$ cat config.mk
export PLATFORM = sky130hd
export DESIGN_NAME = alu_arbiter
export DESIGN_NICKNAME = d
export VERILOG_FILES = /design/src/rtl/alu_arbiter.sv
export SDC_FILE = /design/constraint.sdc
export NUM_CORES = 1
export LEC_CHECK = 0
export ABC_CLOCK_PERIOD_IN_PS = 9420
export CAP_MARGIN = 10
export CORE_AREA = 4 4 207 209
export DETAILED_ROUTE_END_ITERATION = 10
export DIE_AREA = 0 0 211 213
export GPL_TIMING_DRIVEN = 0
export SYNTH_ARGS = -nofsm -noshare
export SYNTH_HDL_FRONTEND = slang
export SYNTH_SLANG_ARGS = --single-unit
$ cat constraint.sdc
create_clock -name clk -period 9.42 [get_ports clk]
set_clock_uncertainty 0.15 [all_clocks]
set_input_delay 2.826 -clock clk [delete_from_list [all_inputs] [get_ports clk]]
set_output_delay 2.826 -clock clk [all_outputs]
set_load 0.02 [all_outputs]
$ cat src/rtl/alu_arbiter.sv
// alu_arbiter: shares one external ALU between two requesters.
// A round-robin grant picks one operation, its operands are registered
// onto the ALU inputs, and the ALU result is then captured and returned
// on a single response channel tagged with the requester id.
//
// Handshake semantics (all channels): a transfer happens on a rising clock
// edge where valid and ready are both high. A producer holds its payload
// stable while valid is high and not yet accepted. On the request side,
// valid may be withdrawn before acceptance and has no effect. reqN_ready
// depends only on the FSM state and the grant, never on the payload.
module alu_arbiter #(
  parameter int WIDTH = 64
) (
  input  logic             clk,
  input  logic             reset,
  input  logic             req0_valid,
  output logic             req0_ready,
  input  logic [WIDTH-1:0] req0_a,
  input  logic [WIDTH-1:0] req0_b,
  input  logic [3:0]       req0_op,
  input  logic             req1_valid,
  output logic             req1_ready,
  input  logic [WIDTH-1:0] req1_a,
  input  logic [WIDTH-1:0] req1_b,
  input  logic [3:0]       req1_op,
  output logic [WIDTH-1:0] alu_a,
  output logic [WIDTH-1:0] alu_b,
  output logic [3:0]       alu_op,
  input  logic [WIDTH-1:0] alu_result,
  input  logic             alu_zero,
  output logic             rsp_valid,
  input  logic             rsp_ready,
  output logic             rsp_id,
  output logic [WIDTH-1:0] rsp_result,
  output logic             rsp_zero,
  output logic             rsp_err
);

  typedef enum logic [1:0] {
    IDLE = 2'd0,
    EXEC = 2'd1,
    RESP = 2'd2
  } state_t;

  // Current FSM state; kept as a plainly named signal so checkers can bind to it.
  state_t           state;
  logic             last_grant;
  logic             id_q;
  logic             err_q;

  logic             grant;
  logic             accept;
  logic [WIDTH-1:0] sel_a;
  logic [WIDTH-1:0] sel_b;
  logic [3:0]       sel_op;
  logic             sel_legal;

  // Round-robin grant: a lone requester wins; on a tie the one not served last wins.
  always_comb begin
    grant = ~last_grant;
    if (req0_valid && req1_valid) begin
      grant = ~last_grant;
    end else if (req1_valid) begin
      grant = 1'b1;
    end else if (req0_valid) begin
      grant = 1'b0;
    end
  end

  // Ready only in IDLE and only for the granted requester; held low during reset.
  always_comb begin
    req0_ready = !reset && (state == IDLE) && !grant;
    req1_ready = !reset && (state == IDLE) && grant;
    accept     = (req0_valid && req0_ready) || (req1_valid && req1_ready);
  end

  // Select the winning payload and check its ALUOp against the supported set.
  always_comb begin
    sel_a  = grant ? req1_a  : req0_a;
    sel_b  = grant ? req1_b  : req0_b;
    sel_op = grant ? req1_op : req0_op;
    case (sel_op)
      4'b0000, 4'b0001, 4'b0010, 4'b0110, 4'b1100: sel_legal = 1'b1;
      default:                                     sel_legal = 1'b0;
    endcase
  end

  // Control FSM with registered ALU drive and registered response channel.
  always_ff @(posedge clk or posedge reset) begin
    if (reset) begin
      state      <= IDLE;
      last_grant <= 1'b1;
      id_q       <= 1'b0;
      err_q      <= 1'b0;
      alu_a      <= '0;
      alu_b      <= '0;
      alu_op     <= '0;
      rsp_valid  <= 1'b0;
      rsp_id     <= 1'b0;
      rsp_result <= '0;
      rsp_zero   <= 1'b0;
      rsp_err    <= 1'b0;
    end else begin
      case (state)
        IDLE: begin
          if (accept) begin
            // An illegal op drives zeros so the ALU sees a harmless operation.
            alu_a      <= sel_legal ? sel_a  : '0;
            alu_b      <= sel_legal ? sel_b  : '0;
            alu_op     <= sel_legal ? sel_op : 4'b0000;
            id_q       <= grant;
            err_q      <= !sel_legal;
            last_grant <= grant;
            state      <= EXEC;
          end
        end
        EXEC: begin
          rsp_id     <= id_q;
          rsp_err    <= err_q;
          rsp_result <= err_q ? '0 : alu_result;
          rsp_zero   <= err_q ? 1'b0 : alu_zero;
          rsp_valid  <= 1'b1;
          state      <= RESP;
        end
        RESP: begin
          // Going back through IDLE keeps a response handshake and a new accept apart.
          if (rsp_ready) begin
            rsp_valid <= 1'b0;
            state     <= IDLE;
          end
        end
        default: begin
          state <= IDLE;
        end
      endcase
    end
  end

endmodule
==> results <==
==> per-layer routing <==
layer | wire length (um) | GRT usage [%]
met5 | 0 | 0
met4 | 860 | 4.43
met3 | 3410 | 4.70
met2 | 21600 | 32.1
met1 | 16200 | 20.4
==> report_power, final <==
group	total (mW)	internal, mW	switching, mW
logic	2.81	1.35	1.46
registers	1.53	1.29	0.238
clock network	1.00	0.608	0.394
total	5.34	3.25	2.09
==> per-stage QoR <==
stage	instance area, um2	setup WS (ps)	hold slack [ps]
floorplan	11000	850	323
global placement	17000	-2310	312
detailed placement	17100	208	321
CTS	17900	201	333
global route	17900	152	360
finish	17900	336	324
==> state kept, by name, indices dropped and copies added (netlist names) <==
name        flops
id_q            1
rsp_valid       1
state           2
rsp_result     64
err_q           1
rsp_id          1
alu_b          64
alu_op          4
alu_a          64
rsp_err         1
rsp_zero        1
last_grant      1
==> layout by cell type (no fill, tap or decap), drive strengths merged <==
master | netlist | layout
bufinv | 0 | 3
nor3 | 1 | 1
xnor2 | 1 | 1
o21ai | 70 | 70
nand2 | 73 | 73
dfrtp | 204 | 204
clkbuf | 66 | 98
inv | 4 | 6
clkdlybuf4s50 | 0 | 535
diode | 0 | 1
a21oi | 4 | 4
nor2 | 1 | 1
clkinvlp | 0 | 2
mux2 | 131 | 131
a31oi | 129 | 129
and2 | 1 | 1
buf | 29 | 31
a32o | 1 | 1
clkinv | 1 | 7
dfstp | 1 | 1
maj3 | 1 | 1
mux2i | 132 | 132
o31ai | 2 | 2
nand2b | 68 | 68
nand3 | 2 | 2
or4b | 1 | 1
nor2b | 1 | 1
==> Yosys cell counts (2+ instances only) <==
master and number:
a31oi_1 30, o31ai_1 2, dfrtp_1 204, a31oi_2 99, clkbuf_1 66, mux2i_1 132, mux2_2 130, nand2_1 73
o21ai_0 69, buf_2 6, a21oi_1 4, buf_6 11, nand3_1 2, buf_1 11, nand2b_1 68, inv_1 3
==> worst max-delay path by stage <==
| stage | end | slack, ps | cells past startpoint |
|---|---|---|---|
| 2_1_floorplan | alu_a[0] | 850 | 1 |
| 3_3_place_gp | alu_b[23] | -2310 | 2 |
| 3_5_place_dp | req0_ready | 210 | 8 |
| 4_1_cts | req0_ready | 200 | 8 |
| 5_1_grt | req0_ready | 150 | 8 |
| 6_report | req0_ready | 340 | 8 |
==> area by class of cell <==
cell class	instances	area [um2]	share of cell area, %
inverters	5	26.3	0.147
clock inverters	13	153	0.852
repair buffers	537	5410	30.2
clock buffers	32	702	3.92
flip-flops and latches	205	5130	28.6
diodes	1	2.50	0.0140
well taps	532	666	3.71
plain buffers	95	450	2.51
multi-input cells	619	5380	30.0
==> logic make-up after synthesis <==
| group | after synthesis | synth area share (%) |
|---|---|---|
| multiplexers | 263 | 25.5 |
| AO/OA/AOI/OAI | 206 | 16.6 |
| flip-flops | 205 | 46.7 |
| AND/OR/NAND/NOR | 148 | 6.74 |
| buffers and inverters | 100 | 4.27 |
| XOR/XNOR | 1 | 0.0798 |
| adder cells (fa/ha/maj) | 1 | 0.103 |
==> critical path, delay by kind of cell <==
family                   cells  cell delay [ps]
AND/OR/NAND/NOR              1              220
adder cells (fa/ha/maj)      1              190
buffers and inverters        6             2870
==> results.md <==
* Synth cell types at 30
* Total negative setup slack at 0 ps
* Status: finished, final reports clean
* Fin cells at approximately 2.0k
* Post-Synthesis Cells at roughly 900
* Fin util at 43.9%
* Tmin final at 9080 ps
* Hold Startpoint: rsp_result[58]
* H-tree levels at 1
* Final setup fails at 0
* Total GRT Usage at 17.5%
* Clock Sinks at 205
* Syn Nets at 1258
* Post-synthesis sequential area ratio at 46.7%
* Dpl cells at 1993
* Clock Tree Buf Depth at 3
* Reg2reg start: state[1]
* Wirelength per Cell at a little over 20 um
* Overflow after GRT at 0
* Post-synth top flop: dfrtp_1
* Vias in the first global route at about 10k
* Post-synth EDFFs at 0
* Pre-antenna DRT Iters at 5
* Final worst path period share at 96.4%
* Die height at 213 um
* Nets at 1822
* # fillers at 3899
* Core ar. at 40800 um2
* Post_cts resized at 0
* Initial Util at 26.9%
* GPL Wtd Cong at 0.821
* CTS tree: done
* Hold path depth at 2
* Critical R2R Capture: alu_a[26]
* Area Overhead vs Synth at 63.2%
* Post-synth top area share at 46.5%
* Crit. End Element: output pin
* PnR Total Power at 5.34 mW
* Hold EP: rsp_result[58]
* Port Buffers at 535
* Max Fclk at 0.110 GHz
* Slowest Stage Delay on Critical Path at 760 ps
* DR vias/cell at 4.62
* Final Hold Viols at 0
* Skew-Pair Late Insertion Delay at 530 ps
* I/O pin count at 536
* CP Data Required Time at between 6000 and 7000 ps
* ANT nets after route at 0
* Mean post-synth cell area at 11.9 um2
* Root Driver: clkbuf_16
* Number of vias in the routed layout at ~9.4k
* Worst r2r path cells at 7
* Worst slew margin at 34.1%
* Fraction of registers with async set or reset after synthesis at 100%
* Residual DRC count at 0
* Setup bufs post-CTS at 0
* Power per cell area at between 200 and 300 nW/um2
* Pin count of the biggest net entering global routing at 83
* Row cnt at 74
* Maximum capacitance violations at 0
* Die Wd at 211 um
* Worst setup SP type: primary input
* Max FO, Critical Path at 10
* RSZ-0062 raised after global routing: no
* Ys Warns at 0
* Worst Path Arrival at between 6000 and 7000 ps
* Synth area leaders: dfrtp_1 (46%), mux2_2 (13%), mux2i_1 (12%)
* DRT Wirelength at 42100 um
* Peak supply drop at 0.135 mV
* Worst-margin pin slew at 989 ps
* Dpl hpwl at around 34000 um
* First-pass GRT wire length at 61500 um
* Reg-to-reg setup timing slack at 5950 ps
* Share of cells above drive strength 1 at 19.7%
* Worst hold path type: reg -> reg
* Initial antenna violation count at 1
* Mapped Area at 11000 um2
* #FFs+latches synth at 205
* Drt initial violations at 303
* Number of buffers created by CTS at 25
* Yosys top cell by area: dfrtp_1
* Final max-slew violation count at 0
* Pleak at between 6 and 7 nW
* CP startpoint: req1_valid
* Reg clk slew, reported paths at 60 ps
* Critical-path cell list: clkdlybuf4s50_1 > inv_2 > maj3_2 > buf_4 > clkbuf_1 > clkbuf_1 > and2_1 > clkdlybuf4s50_1
* Slowest CP cell: clkbuf_1
* Hold_buf cts at 0
* Die area at between 40000 and 50000 um2
* Crit Path Category: in -> out
(Power assumes the default switching activity.)
